[config.mk]
export PLATFORM = sky130hd
export DESIGN_NAME = pc_context_bank
export DESIGN_NICKNAME = d
export VERILOG_FILES = /design/src/rtl/pc_ctx_pkg.sv /design/src/rtl/pc_next_logic.sv /design/src/rtl/pc_context_bank.sv
export SDC_FILE = /design/constraint.sdc
export NUM_CORES = 1
export LEC_CHECK = 0
export CAP_MARGIN = 20
export CORE_MARGIN = 5
export CORE_UTILIZATION = 35
export CTS_CLUSTER_DIAMETER = 120
export CTS_CLUSTER_SIZE = 16
export DETAILED_ROUTE_END_ITERATION = 8
export PLACE_DENSITY = 0.56
export SYNTH_ARGS = -nofsm -noshare
export SYNTH_HDL_FRONTEND = slang
export SYNTH_HIERARCHICAL = 1
export SYNTH_SLANG_ARGS = --single-unit
[constraint.sdc]
create_clock -name clk_write -period 4.75 [get_ports clk_write]
set_clock_uncertainty 0.05 [all_clocks]
set_input_delay 0.475 -clock clk_write [delete_from_list [all_inputs] [get_ports clk_write]]
set_output_delay 0.475 -clock clk_write [all_outputs]
set_load 0.02 [all_outputs]
[src/rtl/pc_ctx_pkg.sv]
// Shared definitions for the multi-context program counter bank:
// OS context ops, the OS context index and a constant clog2 helper.
package pc_ctx_pkg;

  localparam logic [1:0] PC_OP_NONE   = 2'b00;
  localparam logic [1:0] PC_OP_SWITCH = 2'b01;
  localparam logic [1:0] PC_OP_SETPC  = 2'b10;
  localparam logic [1:0] PC_OP_RESUME = 2'b11;

  localparam int unsigned OS_CTX = 0;

  // Ceiling log2, used to size the context index from the context count.
  function automatic int unsigned clog2(input int unsigned n);
    int unsigned r;
    r = 0;
    while ((32'd1 << r) < n) begin
      r++;
    end
    return r;
  endfunction

endpackage

[src/rtl/pc_next_logic.sv]
// Next-PC resolution for the active context. Purely combinational.
// When the context is halted, or halts on this instruction, the caller holds
// the PC register; next_pc is then don't-care and simply mirrors address.
module pc_next_logic #(
  parameter int unsigned DATA_WIDTH = 32
) (
  input  logic [DATA_WIDTH-1:0] i_address,
  input  logic                  i_jmp,
  input  logic                  i_beq,
  input  logic                  i_bneq,
  input  logic                  i_hlt,
  input  logic                  i_zero,
  input  logic                  i_halted_cur,
  output logic [DATA_WIDTH-1:0] o_next_pc,
  output logic                  o_set_halt
);

  logic [DATA_WIDTH-1:0] w_addr_inc;

  // Sequential fall-through, wrapping at the top of the address space.
  assign w_addr_inc = i_address + DATA_WIDTH'(1);

  // Priority decode: bneq, beq, jmp, hlt, then fall-through.
  always_comb begin
    o_next_pc  = w_addr_inc;
    o_set_halt = 1'b0;
    if (i_halted_cur) begin
      o_next_pc = i_address;
    end else if (i_bneq) begin
      o_next_pc = i_zero ? w_addr_inc : i_address;
    end else if (i_beq) begin
      o_next_pc = i_zero ? i_address : w_addr_inc;
    end else if (i_jmp) begin
      o_next_pc = i_address;
    end else if (i_hlt) begin
      o_next_pc  = i_address;
      o_set_halt = 1'b1;
    end
  end

endmodule

[src/rtl/pc_context_bank.sv]
// Multi-context program counter bank for the fetch stage.
// Context 0 is the OS; it alone may switch, set the PC of, or resume other
// contexts. User contexts return to the OS on hlt or when their quantum of
// enabled cycles runs out (the latter flagged by a one-cycle preempt pulse).
module pc_context_bank
  import pc_ctx_pkg::*;
#(
  parameter int unsigned DATA_WIDTH = 32,
  parameter int unsigned NUM_CTX    = 4,
  parameter int unsigned CTX_W      = clog2(NUM_CTX),
  parameter int unsigned QUANTUM_W  = 8
) (
  input  logic                  clk_write,
  input  logic                  rst,
  input  logic                  i_en,
  input  logic                  i_jmp,
  input  logic                  i_beq,
  input  logic                  i_bneq,
  input  logic                  i_hlt,
  input  logic                  i_zero,
  input  logic [1:0]            i_pc_op,
  input  logic [CTX_W-1:0]      i_target_ctx,
  input  logic [DATA_WIDTH-1:0] i_address,
  input  logic [DATA_WIDTH-1:0] i_stored_pc,
  input  logic [QUANTUM_W-1:0]  i_quantum,
  output logic [DATA_WIDTH-1:0] o_prog_count,
  output logic [CTX_W-1:0]      o_active_ctx,
  output logic [DATA_WIDTH-1:0] o_ctx_pc,
  output logic [NUM_CTX-1:0]    o_halted,
  output logic                  o_preempt
);

  logic [DATA_WIDTH-1:0] r_pc [NUM_CTX];
  logic [NUM_CTX-1:0]    r_halted;
  logic [CTX_W-1:0]      r_active;
  logic [QUANTUM_W-1:0]  r_qcnt;
  logic                  r_preempt;

  logic [DATA_WIDTH-1:0] w_next_pc;
  logic                  w_set_halt;
  logic                  w_halted_cur;
  logic                  w_hold;
  logic                  w_is_os;
  logic                  w_target_ok;
  logic                  w_target_user;
  logic                  w_op_ok;
  logic                  w_do_switch;
  logic                  w_do_setpc;
  logic                  w_do_resume;
  logic                  w_user_halt;
  logic                  w_expire;
  logic                  w_preempt;

  // Out-of-range targets only exist when NUM_CTX is not a power of two.
  if (NUM_CTX == (1 << CTX_W)) begin : g_target_full
    assign w_target_ok = 1'b1;
  end else begin : g_target_chk
    assign w_target_ok = (32'(i_target_ctx) < NUM_CTX);
  end

  assign w_is_os      = (r_active == CTX_W'(OS_CTX));
  assign w_halted_cur = r_halted[r_active];

  pc_next_logic #(
    .DATA_WIDTH (DATA_WIDTH)
  ) u_pc_next_logic (
    .i_address    (i_address),
    .i_jmp        (i_jmp),
    .i_beq        (i_beq),
    .i_bneq       (i_bneq),
    .i_hlt        (i_hlt),
    .i_zero       (i_zero),
    .i_halted_cur (w_halted_cur),
    .o_next_pc    (w_next_pc),
    .o_set_halt   (w_set_halt)
  );

  // A halted context, or one halting now, keeps its PC.
  assign w_hold = w_halted_cur | w_set_halt;

  // OS ops; ops aimed at context 0 are no-ops (switch-to-self changes nothing).
  assign w_target_user = (i_target_ctx != CTX_W'(OS_CTX));
  assign w_op_ok       = w_is_os & w_target_ok & w_target_user;
  assign w_do_switch   = w_op_ok & (i_pc_op == PC_OP_SWITCH);
  assign w_do_setpc    = w_op_ok & (i_pc_op == PC_OP_SETPC);
  assign w_do_resume   = w_op_ok & (i_pc_op == PC_OP_RESUME);

  // A user hlt returns to the OS silently, even if the quantum expires too.
  assign w_user_halt = ~w_is_os & w_set_halt;
  assign w_expire    = ~w_is_os & (i_quantum != '0) &
                       (r_qcnt == (i_quantum - QUANTUM_W'(1)));
  assign w_preempt   = w_expire & ~w_user_halt;

  assign o_prog_count = r_pc[r_active];
  assign o_ctx_pc     = w_target_ok ? r_pc[i_target_ctx] : '0;
  assign o_active_ctx = r_active;
  assign o_halted     = r_halted;
  assign o_preempt    = r_preempt;

  // PC bank, halt flags, active context, quantum counter and preempt pulse.
  always_ff @(posedge clk_write) begin
    if (rst) begin
      for (int i = 0; i < int'(NUM_CTX); i++) begin
        r_pc[i] <= '0;
      end
      r_halted  <= '0;
      r_active  <= CTX_W'(OS_CTX);
      r_qcnt    <= '0;
      r_preempt <= 1'b0;
    end else begin
      r_preempt <= 1'b0;
      if (i_en) begin
        if (!w_hold) begin
          r_pc[r_active] <= w_next_pc;
        end
        // setpc only fires while the OS runs and never targets it, so the
        // two PC writes always land on different entries.
        if (w_do_setpc) begin
          r_pc[i_target_ctx] <= i_stored_pc;
        end
        if (w_set_halt) begin
          r_halted[r_active] <= 1'b1;
        end
        if (w_do_resume) begin
          r_halted[i_target_ctx] <= 1'b0;
        end
        if (w_is_os) begin
          if (w_do_switch) begin
            r_active <= i_target_ctx;
            r_qcnt   <= '0;
          end
        end else if (w_user_halt || w_expire) begin
          r_active  <= CTX_W'(OS_CTX);
          r_qcnt    <= '0;
          r_preempt <= w_preempt;
        end else begin
          r_qcnt <= r_qcnt + QUANTUM_W'(1);
        end
      end
    end
  end

endmodule

Yosys cells after proc, flatten, opt, wreduce, memory -nomap -nowiden
Memory sizes are Yosys's and may differ from the RTL's. A register that Yosys moved wholly into a read port is not among the register bits. Index checks and enable logic that the tools add are counted.

Flip-flop bits (word level): 15. Bits in writable memories: 128. Input port bits: 84. Output and inout bits: 71. Logic and storage cells: 91. Memories: 1.

Add/sub/neg operators: 3. Order comparisons: 4. Eq/ne operators: 5. Multiplexer cells: 46. Bitwise logic cells: 16. Reduce and logical (&&, ||, !) cells: 12.

Memories: r_pc (depth 4, bits a word 32, rd ports 2, clocked after memory_dff 1, wr ports 4, line pc_context_bank.sv:33) `logic [DATA_WIDTH-1:0] r_pc [NUM_CTX];`.

Operators with widths (count): 2-to-1 mux 32 bit (9); OR reduction 32 bit (2); adder 32 x 1 -> 32 bit (second input constant) (1); 2-to-1 mux 8 bit (3); 2-to-1 mux 1 bit (20); 2-to-1 mux 4 bit (4); 2-to-1 mux 2 bit (7); adder 8 x 1 -> 8 bit (second input constant) (1); AND 1 bit (8); equality test 8 bit (1); nonzero test 8 bit (1); subtractor 8 x 1 -> 8 bit (second input constant) (1); < comparator 2 x 3 -> 1 bit (second input constant) (2); AND 4 bit (1); demux 1 bit (select 2 bit) (2); equality test 2 bit (second input constant) (2); >= comparator 2 x 1 -> 1 bit (second input constant) (2); NOT 1 bit (4); NOT 4 bit (1); bitwise OR 4 bit (1); nonzero test 2 bit (2); OR reduction 4 bit (1); AND reduction 3 bit (1); binary-select mux 1 bit (select 2 bit) (1); other kinds (7) (8).

Longest topological paths before layout
Depth in word-level cells: 12. Gate-level depth with buffers: 10. Mapped depth without buffers: 7.

Modules after synthesis
Netlist, hierarchy kept.

Modules (own cells, without submodules): pc_context_bank (instances 1, cells an instance 510, area each 7803.7 µm², sequential area each 4184.0 µm²); pc_next_logic (instances 1, cells an instance 143, area each 894.6 µm², sequential area each 0.0 µm²).

Least setup slack after synthesis
Ideal clock, no wire load.

Path kind: register to register. From: register r_active[0], in the netlist o_active_ctx[0]. To: memory r_pc[1][0], enable pin. Arrival: 3390 ps. Data required time: 4286 ps. Path slack: 896 ps. Cell stages (with the launch flop): 10. Cell sequence: dfxtp_1 -> buf_6 -> mux4_2 -> clkbuf_1 -> or3_1 -> nor3b_1 -> nor2_1 -> nand3b_4 -> nor3b_4 -> or3_1.

RTL lines: start: declaration (line pc_context_bank.sv:35) `logic [CTX_W-1:0] r_active;`; start signal: assignment (line pc_context_bank.sv:107) `r_active <= CTX_W'(OS_CTX);`; start signal: assignment (line pc_context_bank.sv:129) `r_active <= i_target_ctx;`; start signal: assignment (line pc_context_bank.sv:133) `r_active <= CTX_W'(OS_CTX);`; end: declaration (line pc_context_bank.sv:33).

==> impl_metrics.json <==
{
  "finalSetupTns_ns": 0,
  "r2r_cells": 8,
  "fmax_mhz": 256,
  "gp_congestion": 0.817,
  "post_cts_buffers": 0,
  "synthTopCellsByArea": "edfxtp_1 44%, mux4_2 17%, a22o_1 9.7%, dfxtp_1 3.9%, xor2_1 2.9%",
  "multi_input_area_um2": 4210,
  "cp.depth": 8,
  "die_w_um": 168,
  "fin_util_pct": 45.6,
  "start_util_pct": 35.7,
  "cts_root_buf": "clkbuf_16",
  "worst_path_max_delay_cell": "or3_2",
  "setup_violations": 0,
  "synth_cells": 653,
  "cts.repair.resized": 0,
  "dieArea_um2": 28100,
  "fin_crit_ns": 3.90,
  "pin_count": 155,
  "crit_type": "reg2reg",
  "reg2reg_from": "o_active_ctx[0]$_SDFFE_PP0P_",
  "via_count": 6542,
  "crit_end": "r_pc[1][21]$_DFFE_PP_",
  "n_fill_cell": 2213,
  "overflow": 0,
  "h-tree-depth": 4,
  "synth_nets": 741,
  "hold_buffers": 0,
  "syn_area_um2": 8700,
  "dieHeight_um": 168,
  "wl_um": 26600,
  "grt_pass1_vias": 6897,
  "max_cap_violations": 0,
  "finalCritPeriodShare_pct": 82.1,
  "ys_warn_count": 6,
  "reg2reg_slack_ns": 0.85,
  "run_status": "completed",
  "cts_tree": "yes",
  "drt-initial-drc-count": 588,
  "track_usage_pct": 18.8,
  "drc": 0,
  "final-seq-area_um2": 4190,
  "synth-seq-area-share_pct": 48.1,
  "grt_max_degree": 41,
  "worstMarginPinSlew_ns": 1.01,
  "max_stage_delay_ns": 0.88,
  "ir_drop_mv": 0.179,
  "end_kind": "flop",
  "firstDrtPassIters": 5,
  "synth_edf_count": 128,
  "clk_pin_slew_ns": 0.06,
  "vias_per_cell": 5.80,
  "path_buf_inv": 1,
  "drive_gt1_share_pct": 16.8,
  "final_net_count": 879,
  "synth_cell_types": 66,
  "relSlewSlack_pct": 32.4,
  "clock_path_buffers": 2,
  "synth_common_cells": "128 x edfxtp_1, 96 x a22o_1, 65 x mux4_2",
  "postSynthAreaPerCell_um2": 13.3,
  "hold_class": "in2reg",
  "cp_top_family": "simple AND/OR/NAND/NOR gates",
  "synth_top_cell_area_share_pct": 44.2,
  "core_area_um2": 24400,
  "dp_hpwl_um": 17600,
  "syn_to_final_growth_pct": 27.8,
  "power_leakage_nw": 3.87,
  "diodes": 0,
  "io_buffers": 154,
  "worstSetupStartpoint": "o_active_ctx[0]$_SDFFE_PP0P_",
  "cp_cell_sequence": "mux4_2 > or3_1 > nor3b_1 > buf_4 > nor2_1 > nand3b_4 > nor3b_4 > or3_2",
  "cts_sinks": 145,
  "clk-insertion-delay-late_ns": 0.42,
  "rows": 57,
  "crit_path_start_kind": "flop",
  "cts_buffers": 17,
  "ys_ff_latch": 145,
  "synthFlopType": "edfxtp_1",
  "crit_path_max_fanout": 32,
  "async_flop_share_pct": 0,
  "yosysMostFrequentCell": "edfxtp_1",
  "slew_violations": 0,
  "cp.required_ns": 4.72,
  "hold_viol": 0,
  "powerDensity_nw_per_um2": 323,
  "hold_path_startpoint": "i_target_ctx[1]",
  "worst_ep_arrival_time_ns": 3.87,
  "grt_antenna_before_repair": 0,
  "grt_pass1_wl_um": 40600,
  "rsz0062_at_grt": "false",
  "yosysTopAreaCell": "edfxtp_1",
  "ant_nets": 0,
  "wl_per_cell_um": 23.5,
  "reg2reg_to": "r_pc[1][21]$_DFFE_PP_"
}
==> power by group <==
group / switching [mW] / internal [mW] / total (mW)
logic: 0.358 / 0.345 / 0.703
registers: 0.0515 / 1.47 / 1.52
clock network: 0.535 / 0.824 / 1.36
total: 0.945 / 2.64 / 3.59
==> logic make-up after synthesis <==
kind of cell               share of synthesized area (%)
and+or+nand+nor                                     12.4
DFF                                                 48.1
muxes                                               16.8
AOI/OAI and AO/OA                                   14.2
buffers and inverters                               3.71
xor gates and xnor gates                            4.23
adders and majority gates                          0.575
==> final cells by class <==
| type | instances | share of cell area (%) |
|---|---|---|
| Timing Repair Buffer | 169 | 15.1 |
| Clock buffer | 18 | 3.86 |
| Clock inverter | 14 | 1.46 |
| Sequential cell | 145 | 37.7 |
| Tap cell | 324 | 3.65 |
| Inverter | 14 | 0.473 |
| Multi-Input combinational cell | 444 | 37.8 |
==> sequential cells by signal, indices dropped and copies added, names as in the netlist, named ones only <==
name          flops
r_pc            128
r_qcnt            8
o_halted          4
o_active_ctx      2
o_preempt         1
==> metal layers <==
metal / global-route usage [%] / up-vias / wire length, um / share of wire (%)
met5: 0 / - / 0 / 0
met4: 6.70 / 0 / 616 / 2.3
met3: 3.28 / 34 / 1560 / 5.9
met2: 31.5 / 270 / 13200 / 50
met1: 24.5 / 3313 / 11200 / 42
li1: - / 2925 / - / -
==> worst register-to-register path, cell delays in order (launching register included) <==
cell and delay [ns]:
dfxtp_1 0.61, mux4_2 0.72, or3_1 0.40, nor3b_1 0.24
buf_4 0.19, nor2_1 0.12, nand3b_4 0.20, nor3b_4 0.07
or3_2 0.88
==> placed cells by master, fill, tap and decap left out, drive strengths merged, types with 5 or more instances in the layout <==
cell type	count
o22ai	6
clkbuf	18
xor2	29
clkdlybuf4s50	152
or3	5
a22o	96
nand2b	5
xnor2	13
a211oi	5
inv	17
mux4	65
nand3	14
and2	35
nand4	13
dfxtp	17
nor2	37
nor4	5
buf	17
a21oi	13
nor3	15
and3	9
a31oi	5
nand2	18
o21ai	7
edfxtp	128
==> worst min-delay path by stage <==
stage                                     endpoint  slack (ns)  cells past startpoint
after floorplan             r_qcnt[1]$_SDFFE_PP0P_        0.44                      1
after global placement      r_qcnt[1]$_SDFFE_PP0P_        0.46                      1
after detailed placement    r_qcnt[1]$_SDFFE_PP0P_        0.47                      1
after CTS                   r_qcnt[1]$_SDFFE_PP0P_        0.48                      1
after global routing      o_halted[2]$_SDFFE_PP0P_        0.39                      2
final                     o_halted[2]$_SDFFE_PP0P_        0.39                      2
==> stage by stage <==
step                      power (mW)  setup slack, ns  std cells  hold slack (ns)  area [um^2]
final                           3.59            0.849       1128            0.388        11100
after global routing            3.70            0.632       1128            0.395        11100
after CTS                       3.60            0.824       1126            0.475        11100
after detailed placement        2.26            0.848       1094            0.466        10500
after global placement          2.24            0.983       1094            0.462        10500
after floorplan                 1.91            0.896        653            0.436         8700
Note: power is estimated with default switching activity, not from simulation.
